===== src/rtl/visualizador_estado_pkg.sv =====
// rtl/visualizador_estado_pkg.sv - glyph codes and state codes for the alarm display
package visualizador_estado_pkg;

  localparam logic [3:0] G_0     = 4'd0;
  localparam logic [3:0] G_1     = 4'd1;
  localparam logic [3:0] G_2     = 4'd2;
  localparam logic [3:0] G_3     = 4'd3;
  localparam logic [3:0] G_4     = 4'd4;
  localparam logic [3:0] G_5     = 4'd5;
  localparam logic [3:0] G_6     = 4'd6;
  localparam logic [3:0] G_7     = 4'd7;
  localparam logic [3:0] G_8     = 4'd8;
  localparam logic [3:0] G_9     = 4'd9;
  localparam logic [3:0] G_E     = 4'd10;
  localparam logic [3:0] G_P     = 4'd11;
  localparam logic [3:0] G_L     = 4'd12;
  localparam logic [3:0] G_DASH  = 4'd13;
  localparam logic [3:0] G_BLANK = 4'd14;

  localparam logic [1:0] EST_INV = 2'b00;
  localparam logic [1:0] EST_0   = 2'b01;
  localparam logic [1:0] EST_1   = 2'b10;
  localparam logic [1:0] EST_2   = 2'b11;

  // State number shown after the 'E'; the invalid code shows a dash.
  function automatic logic [3:0] est_glyph(input logic [1:0] est);
    case (est)
      EST_0:   return G_0;
      EST_1:   return G_1;
      EST_2:   return G_2;
      default: return G_DASH;
    endcase
  endfunction

endpackage


===== src/rtl/visualizador_estado_deco_7seg.sv =====
// rtl/visualizador_estado_deco_7seg.sv - glyph code to active-low {g,f,e,d,c,b,a}
module deco_7seg
  import visualizador_estado_pkg::*;
(
  input  logic [3:0] i_glyph,
  output logic [6:0] o_seg
);

  always_comb begin
    o_seg = 7'b1111111;
    case (i_glyph)
      G_0:     o_seg = 7'b1000000;
      G_1:     o_seg = 7'b1111001;
      G_2:     o_seg = 7'b0100100;
      G_3:     o_seg = 7'b0110000;
      G_4:     o_seg = 7'b0011001;
      G_5:     o_seg = 7'b0010010;
      G_6:     o_seg = 7'b0000010;
      G_7:     o_seg = 7'b1111000;
      G_8:     o_seg = 7'b0000000;
      G_9:     o_seg = 7'b0010000;
      G_E:     o_seg = 7'b0000110;
      G_P:     o_seg = 7'b0001100;
      G_L:     o_seg = 7'b1000111;
      G_DASH:  o_seg = 7'b0111111;
      default: o_seg = 7'b1111111;
    endcase
  end

endmodule


===== src/rtl/visualizador_estado.sv =====
// rtl/visualizador_estado.sv - 4-digit 7-segment display of alarm state, entry count and danger blink
module visualizador_estado
  import visualizador_estado_pkg::*;
#(
  parameter int REFRESH_W = 18,
  parameter int BLINK_W   = 25
) (
  input  logic       clk,
  input  logic       reset,
  input  logic       EN_7,
  input  logic [1:0] estado,
  input  logic       led_pelig,
  output logic [3:0] an,
  output logic [6:0] seg
);

  localparam logic [REFRESH_W-1:0] SCAN_ONE  = 1;
  localparam logic [BLINK_W-1:0]   BLINK_ONE = 1;

  logic                 r_en_q;
  logic [1:0]           r_est_q;
  logic [1:0]           r_est_p;
  logic                 r_pel_q;
  logic [REFRESH_W-1:0] r_scan;
  logic [BLINK_W-1:0]   r_blink;
  logic [3:0]           r_dec;
  logic [3:0]           r_uni;
  logic [3:0]           r_an;
  logic [6:0]           r_seg;

  logic [1:0] w_sel;
  logic [3:0] w_glyph;
  logic [6:0] w_seg;
  logic [3:0] w_an;
  logic       w_dark;
  logic       w_entry;

  assign w_sel   = r_scan[REFRESH_W-1 -: 2];
  assign w_an    = ~(4'b0001 << w_sel);
  assign w_dark  = ~r_en_q | (r_pel_q & r_blink[BLINK_W-1]);
  assign w_entry = (r_est_q == EST_1) && (r_est_p != EST_1);

  always_comb begin
    w_glyph = G_BLANK;
    case (w_sel)
      2'd3: w_glyph = r_pel_q ? G_P : G_E;
      2'd2: w_glyph = r_pel_q ? G_E : est_glyph(r_est_q);
      2'd1: w_glyph = r_pel_q ? G_L : r_dec;
      2'd0: w_glyph = r_pel_q ? G_1 : r_uni;
      default: w_glyph = G_BLANK;
    endcase
  end

  deco_7seg u_deco (
    .i_glyph (w_glyph),
    .o_seg   (w_seg)
  );

  always_ff @(posedge clk) begin
    if (reset) begin
      r_en_q  <= 1'b0;
      r_est_q <= 2'b00;
      r_est_p <= 2'b00;
      r_pel_q <= 1'b0;
      r_scan  <= '0;
      r_blink <= '0;
      r_dec   <= 4'd0;
      r_uni   <= 4'd0;
      r_an    <= 4'b1111;
      r_seg   <= 7'b1111111;
    end else begin
      r_en_q  <= EN_7;
      r_est_q <= estado;
      r_est_p <= r_est_q;
      r_pel_q <= led_pelig;
      r_scan  <= r_scan + SCAN_ONE;
      // Restart the blink on a fresh alarm so PELI is always lit first.
      r_blink <= (led_pelig && !r_pel_q) ? '0 : r_blink + BLINK_ONE;

      if (w_entry) begin
        if (r_uni == 4'd9) begin
          r_uni <= 4'd0;
          r_dec <= (r_dec == 4'd9) ? 4'd0 : r_dec + 4'd1;
        end else begin
          r_uni <= r_uni + 4'd1;
        end
      end

      if (w_dark) begin
        r_an  <= 4'b1111;
        r_seg <= 7'b1111111;
      end else begin
        r_an  <= w_an;
        r_seg <= w_seg;
      end
    end
  end

  assign an  = r_an;
  assign seg = r_seg;

endmodule

===== config.mk =====
export PLATFORM = sky130hd
export DESIGN_NAME = visualizador_estado
export DESIGN_NICKNAME = d
export VERILOG_FILES = /design/src/rtl/visualizador_estado_pkg.sv /design/src/rtl/visualizador_estado_deco_7seg.sv /design/src/rtl/visualizador_estado.sv
export SDC_FILE = /design/constraint.sdc
export NUM_CORES = 1
export LEC_CHECK = 0
export BUFFER_PORTS_ARGS = -buffer_cell sky130_fd_sc_hd__buf_2
export CORE_MARGIN = 8
export CORE_UTILIZATION = 60
export DETAILED_ROUTE_END_ITERATION = 7
export HOLD_SLACK_MARGIN = 0.15
export PLACE_DENSITY_LB_ADDON = 0.1
export SKIP_LAST_GASP = 1
export SLEW_MARGIN = 15
export SYNTH_ARGS = -nofsm -noshare
export SYNTH_HDL_FRONTEND = slang
export SYNTH_SLANG_ARGS = --single-unit

===== constraint.sdc =====
create_clock -name clk -period 2.6 [get_ports clk]
set_input_delay 0.65 -clock clk [delete_from_list [all_inputs] [get_ports clk]]
set_output_delay 0.65 -clock clk [all_outputs]
set_load 0.05 [all_outputs]

# Word-level counts from Yosys, hierarchy flattened
# Memory sizes are Yosys's and may differ from the RTL's. A register that Yosys moved wholly into a read port is not among the register bits.
# Index checks and enable logic that the tools add are counted.
[totals]
input_bits = 6
reg_bits = 61
mem_bits_ro = 112
memories = 1
[classes]
addsub = 4
n_shift = 1
bitwise_logic = 4
n_reduce_logical = 7
n_eq_ne = 9
mux = 8
[mem_list]
columns = ["name", "depth", "word_bits", "read_ports", "rd_ports_with_merged_regs", "write_ports", "line", "text"]
rows = [
  ["(no name shown)", 16, 7, 1, 1, 0, "visualizador_estado_deco_7seg.sv:11", "case (i_glyph)"],
]
[ops]
columns = ["op", "n"]
rows = [
  ["25-bit by 1-bit adder with 25-bit output, second input constant", 1],
  ["4-bit two-way mux", 5],
  ["18-bit by 1-bit adder with 18-bit output, second input constant", 1],
  ["4-bit case mux with 4 select lines", 1],
  ["4-bit case mux with 3 select lines", 1],
  ["4-bit by 1-bit adder with 4-bit output, second input constant", 2],
  ["2-bit == test, second input constant", 4],
  ["4-bit == test, second input constant", 2],
  ["2-bit by 1-bit == test with 1-bit output, second input constant", 2],
  ["4-bit inverter", 1],
  ["2-bit OR reduction", 2],
  ["1-bit by 2-bit << shifter with 4-bit output, first input constant", 1],
  ["1-bit logical AND", 2],
  ["2-bit logical NOT", 1],
  ["2-bit != test, second input constant", 1],
  ["2-bit AND reduction", 1],
  ["1-bit AND", 1],
  ["1-bit logical NOT", 1],
  ["1-bit two-way mux", 1],
  ["1-bit inverter", 1],
  ["1-bit OR", 1],
]

# Logic depth before layout (Yosys ltp)
# Gate-level depths: netlist of run 1.
[depth]
ltp_word = 4
depth_mapped = 9
ltp_nobuf = 8

# Cells and area by module
# Synthesis of run 1 repeated with hierarchy kept, for this count alone.
[hier_totals]
hier_cells = 356
hier_area_um2 = 3086.7
[modules_own_cells]
columns = ["mod", "area_per_inst_um2", "seq_area_each_um2", "n_inst", "cells_per_inst"]
rows = [
  ["visualizador_estado", 2851.5, 1361.3, 1, 322],
  ["deco_7seg", 235.2, 0.0, 1, 34],
]

# Worst setup path before layout of run 1
# No wires, ideal clock.
[synth_path]
kind = "reg2reg"
from = "reg r_scan[16]"
to = "reg r_seg[3] (netlist: seg[3])"
path_stages_with_launch = 8
synth_period_minus_slack_ps = 1988
path_buffers = 0
setup_slack_ps = 612
arrival_time_ps = 1854
cell_sequence = "dfxtp_1 > or4_1 > o21ai_0 > a31oi_1 > ha_1 > or3_2 > a21oi_1 > o21ai_1"
[synth_via]
elab_chain_cells = 2
[synth_rtl]
columns = ["item", "line", "text"]
rows = [
  ["start, declared", "visualizador_estado.sv:24", "logic [REFRESH_W-1:0] r_scan;"],
  ["start signal, assigned", "visualizador_estado.sv:76", "r_scan <= r_scan + SCAN_ONE;"],
  ["2-bit by 1-bit == test with 1-bit output, or another cell as far along", "visualizador_estado.sv:45", "case (w_sel)"],
  ["4-bit case mux with 4 select lines *", "visualizador_estado.sv:45", ""],
  ["end, declared", "visualizador_estado.sv:29", "logic [6:0] r_seg;"],
]
# Mark *: on every way between the ends. The rest lies on a longest branch, timed or not.
# A chain may end at the register's enable or synchronous reset.

# Worst setup path after layout of run 1
[layout_path]
from = "reg r_pel_q"
to = "reg r_seg[3] (netlist: seg[3])"
[layout_via]
elab_chain_cells = 3
[layout_rtl]
columns = ["item", "line", "text"]
rows = [
  ["start, declared", "visualizador_estado.sv:23", "logic r_pel_q;"],
  ["start signal, assigned", "visualizador_estado.sv:75", "r_pel_q <= led_pelig;"],
  ["1-bit AND", "visualizador_estado.sv:40", "assign w_dark = ~r_en_q | (r_pel_q & r_blink[BLINK_W-1]);"],
  ["1-bit OR", "visualizador_estado.sv:40", ""],
  ["2-bit OR reduction (no source line)", "n/a", ""],
]
# Parallel ways exist; a longest one is shown, timed or not.

==> impl_metrics.ini, run 1 <==
[timing]
worst_pin_slew_ns = 0.596
finalSetupViolations = 0
whs_ns = 0.438
clock.fmax_mhz = 460
slew_headroom_pct = 60.2
fin_worst_skew_ns = 0.00611
rsz0062_at_grt = no
finalCriticalPeriod_ns = 2.17
tns_ns = 0
fin_crit_sh_pct = 83.6
slew_viol_final = 0
final-hold-violation-count = 0

[logic_synthesis]
synth_edf_count = 0
synthCells = 349
synth_area_mm2 = 0.00309
synth_nets = 363
ys.warnings.count = 0
yosysSeqAreaShare_pct = 44.1
async_flop_share_pct = 0
synth_top_flop_cell = dfxtp_1
avgSynthCellArea_um2 = 8.85
ys_ff_latch = 68
synth_cell_types = 53

[detailed_routing]
first_iter_violations = 119
wire_per_inst_um = 12.1
vias_per_cell = 5.29
vias = 2329
drt_wl_total_um = 5330
dr.pass1.iters = 5
drc = 0
drtAntennaViolNets = 0

[floorplanning]
die_y_um = 87.8
dieWidth_um = 87.8
ios = 17
start_util_pct = 61.3
core_mm2 = 0.00504
die_area_mm2 = 0.00770
num_rows = 26

[clock_network]
max-clock-path-buffers = 2
clock_sinks = 68
clkTransAtPathRegs_ns = 0.07
cts_resized = 0
h-tree-depth = 3
worstSkewPairLatency_ns = 0.33
cts_tree = yes
post_cts_buffers = 0
cts_buffers = 9
clockRootBuffer = clkbuf_8
cts_hold_buf = 0

[worst_setup_path]
cp_top_family = simple AND/OR/NAND/NOR gates
r2r-start = r_pel_q
r2r_slack_ns = 0.43
cp.buffers_inverters = 0
cpPeakStageDelay_ns = 0.47
end_kind = flip-flop
crit_fanout = 15
r2r-end = seg[3]
critPathKind = flip-flop to flip-flop
path_cells = or4_1 -> o21ai_0 -> a31oi_1 -> ha_1 -> or3_2 -> a21oi_1 -> o21ai_1
worst_setup_path_start_kind = flip-flop
cp.required_ns = 2.82
crit_slowest_cell = or3_2
r2r_cells = 7
cp.arrival_ns = 2.39

[power_and_ir_drop]
ir_worst_vdd_mv = 0.373
powerDensity_mw_per_mm2 = 562
power_mw = 1.90
p_leak_nw = 1.28

[layout]
layout-drive-gt1-share_pct = 12.2
nNetsFinal = 379
antenna_cells = 0
area_growth_pct = 9.44

[min_path]
holdPathStages = 1
hold_path.class = flip-flop to flip-flop
min-delay-start = r_scan[0]
hold_end = r_scan[0]

[outcome]
status = finished clean

[global_route]
antenna_found_initial = 0
gr-usage-all-layers_pct = 15.6
grt_pass1_vias = 2206
grt_first_pass_wirelength_um = 9480
grt_max_degree = 35
gr-total-overflow = 0

[flow_run]
max-cap-violations = 0

[placement]
globalplace.congestion = 0.806
dp_hpwl_um = 3620
portBuffers = 16
worst max path at each step:
stage,from,end,slack [ns],cells after the start
final,r_pel_q,seg[3],0.43,7
after global routing,r_pel_q,seg[3],0.27,8
after CTS,r_pel_q,seg[3],0.43,7
after detailed placement,r_pel_q,seg[3],0.44,7
after global placement,r_pel_q,seg[3],0.50,7
after floorplan,r_scan[16],seg[3],0.61,7
cell usage in the layout, fill, tap and decap left out, types with 2 or more instances in the layout:
| master | n |
|---|---|
| nor3_1 | 7 |
| clkinv_2 | 2 |
| clkbuf_1 | 4 |
| a31oi_1 | 2 |
| dfxtp_1 | 68 |
| nand3_1 | 23 |
| nand4_1 | 10 |
| a21o_1 | 2 |
| buf_2 | 16 |
| xor2_1 | 24 |
| buf_4 | 5 |
| o31a_1 | 2 |
| xnor2_1 | 17 |
| nor3b_1 | 2 |
| or3_1 | 3 |
| o211ai_1 | 3 |
| and3_1 | 6 |
| inv_1 | 16 |
| nor2b_1 | 8 |
| nor2_1 | 59 |
| clkbuf_8 | 10 |
| nand2_1 | 16 |
| and4_1 | 4 |
| o21ai_1 | 3 |
| a21oi_1 | 9 |
| nor4_4 | 2 |
| ha_1 | 8 |
| o21ai_0 | 10 |
| mux2i_1 | 4 |
area by class of cell:
class,instances,area [um2]
clock buffer,14,153
multi-input combinational,249,1590
clock inverter,2,10.0
timing repair buffer,21,118
tap,70,87.6
sequential,68,1360
inverter,16,60.1
fill,421,1660
power by group:
group	leakage [nW]	switching [mW]	total [mW]	internal, mW
clock network	0.0844	0.359	0.730	0.371
registers	0.551	0.0151	1.07	1.06
logic	0.640	0.0619	0.0959	0.0340
total	1.28	0.436	1.90	1.46
kinds of logic after synthesis:
kind of cell | share of synthesized area, %
AOI/OAI and AO/OA | 9.07
xor gates and xnor gates | 11.6
adders and majority gates | 3.24
buffers and inverters | 4.42
DFF | 44.1
muxes | 1.30
and+or+nand+nor | 26.3
cell usage after synthesis, types with 2 or more instances:
master	instances	area, um2
nor2b_1	8	50.1
nor3_1	7	35.0
or3_1	3	18.8
inv_1	16	60.1
o31a_1	2	17.5
a21o_1	2	15.0
nand2_1	16	60.1
mux2i_1	4	40.0
nor3b_1	2	15.0
dfxtp_1	68	1360
xor2_1	24	210
buf_2	4	20.0
ha_1	8	100
a21oi_1	9	45.0
o211ai_1	3	22.5
a31oi_1	2	12.5
nor4_4	2	42.5
o21ai_0	10	50.1
xnor2_1	17	149
nor2_1	59	221
clkbuf_1	10	37.5
o21ai_1	3	15.0
nand4_1	10	62.6
and3_1	6	37.5
nand3_1	23	115
and4_1	4	35.0
registers in the layout, summed over array words and instances (netlist names):
register / flops
r_blink: 25
r_scan: 18
seg: 7
an: 4
r_dec: 4
r_uni: 4
r_est_p: 2
r_est_q: 2
r_en_q: 1
r_pel_q: 1
metrics by stage:
step           std cells  setup WS, ns  utilization (%)  cell area [um2]
6_report             440         0.427             67.0             3380
3_3_place_gp         424         0.496             63.8             3220
4_1_cts              440         0.432             67.0             3380
2_1_floorplan        349         0.612                -             3090
3_5_place_dp         424         0.441             63.8             3220
5_1_grt              440         0.269             67.0             3380
metal layers:
layer	global-route usage, %	part of all wire [%]
met2	24.9	46
met5	0	0
met4	10.0	2.3
met1	18.6	48
met3	3.10	3.5
No activity file was read; power rests on OpenSTA's default activity.
==> run 2, diff against run 1 <==
- CORE_UTILIZATION: 60 -> 54
- clock period: 2.6 -> 1.87 ns (I/O delays scaled with it)
==> impl_metrics.ini, run 2 (same netlist as run 1, synthesis figures left out) <==
[outcome]
status = finished clean

[floorplanning]
core_mm2 = 0.00551
die_area_mm2 = 0.00840
num_rows = 27
dieWidth_um = 91.6
die_y_um = 91.6
start_util_pct = 56.1
ios = 17

[detailed_routing]
vias = 2434
dr.pass1.iters = 4
drtAntennaViolNets = 0
vias_per_cell = 5.35
wire_per_inst_um = 12.1
drt_wl_total_um = 5520
drc = 0
first_iter_violations = 124

[timing]
finalWorstSetupSlack_ns = 0.0515
clock.fmax_mhz = 550
fin_worst_skew_ns = 0.00646
final-hold-violation-count = 0
finalCriticalPeriod_ns = 1.82
fin_crit_sh_pct = 97.2
finalSetupViolations = 0
slew_headroom_pct = 68.0
worst_pin_slew_ns = 0.477
rsz0062_at_grt = yes
slew_viol_final = 0

[layout]
largest_reg_flops = 25
antenna_cells = 0
area_growth_pct = 15.2
layout_common_cells = 65 x dfxtp_1, 59 x nor2_1, 24 x xor2_1
final_common_cell = dfxtp_1
nNetsFinal = 392
layout-drive-gt1-share_pct = 18.5
instances_no_fill = 455
regMostFlops = r_blink

[placement]
portBuffers = 16
globalplace.congestion = 0.828
pre_cts_ws_ns = 0.0308
dp_hpwl_um = 3760
placed_cells = 439

[worst_setup_path]
crit_fanout = 3
crit_start = r_uni[0]
cpPeakStageDelay_ns = 0.52
r2r-start = r_uni[0]
crit_slowest_cell = or4_4
cp.required_ns = 2.10
end_kind = flip-flop
worst_setup_path_start_kind = flip-flop
critPathKind = flip-flop to flip-flop
cp.arrival_ns = 2.05
path_cells = or4_4 -> o21ai_2 -> a31oi_2 -> ha_2 -> or3_4 -> a21oi_2 -> o21ai_1

[power_and_ir_drop]
ir_worst_vdd_mv = 0.562
p_leak_nw = 1.36
powerDensity_mw_per_mm2 = 791
power_mw = 2.82

[global_route]
met2_usage_pct = 22.2
gr-total-overflow = 0
grt_max_degree = 31
grtUsageMet3_pct = 3.75
antenna_found_initial = 0
grt_use_met1_pct = 15.9
busiest_layer = met2
gr-usage-all-layers_pct = 13.8
grt_pass1_vias = 2222
grt_first_pass_wirelength_um = 9610

[clock_network]
max-clock-path-buffers = 2
clkTransAtPathRegs_ns = 0.08
clock_sinks = 68
worstSkewPairLatency_ns = 0.34
cts_resized = 0
h-tree-depth = 3
post_cts_buffers = 0
cts_tree = yes
cts_hold_buf = 0
clockRootBuffer = clkbuf_8
cts_buffers = 9

[min_path]
hold_path.class = input port to flip-flop
min-delay-start = estado[0]

[flow_run]
max-cap-violations = 0
-- run 2: cell types whose count changed in the layout (fill, tap and decap cells not counted), sizes merged --
| cell | change |
|---|---|
| buf | +13 |
| clkbuf | -5 |
| clkinv | +2 |
| bufinv | +1 |
| clkinvlp | +1 |
| inv | +1 |
-- run 2: final cells by class --
cell class                      count  area, um2
Clock buffer                        9        124
Sequential cell                    68       1370
Inverter                           16       60.1
Timing Repair Buffer               34        228
Multi-Input combinational cell    249       1630
Clock inverter                      7       66.3
Tap cell                           72       90.1
Fill cell                         467       1950
-- run 2: path summary, 6_finish.rpt --
check                    end  slack, ns  cells past startpoint
setup / recovery      seg[3]       0.05                      7
hold / removal    r_est_q[0]       0.33                      2
setup reg to reg      seg[3]       0.05                      7
hold reg to reg    r_scan[0]       0.45                      1
-- run 2: where the power goes --
part	leakage [nW]	total, mW	internal [mW]	switching (mW)
Sequential	0.553	1.49	1.47	0.0166
Combinational	0.708	0.158	0.0637	0.0944
Clock	0.0992	1.17	0.610	0.560
-- run 2: layer usage --
metal,vias to the layer above,share of wire [%]
met1,1145,47
met4,0,2.3
met2,38,46
li1,1240,-
met3,11,3.8
met5,-,0
-- run 2: metrics by stage --
step	hold slack, ns	utilization [%]	area (um2)	setup TNS (ns)
floorplan	0.413	-	3110	0
global placement	0.423	60.8	3350	0
detailed placement	0.432	60.8	3350	0
CTS	0.318	64.3	3540	0
global route	0.329	64.6	3560	-0.0260
finish	0.330	64.6	3560	0
-- run 2: critical path: cells and delay by family, from the launching register on --
kind	cells	cell delay, ns
AOI/OAI and AO/OA	4	0.35
and+or+nand+nor	2	0.85
DFF	1	0.32
adders and majority gates	1	0.19
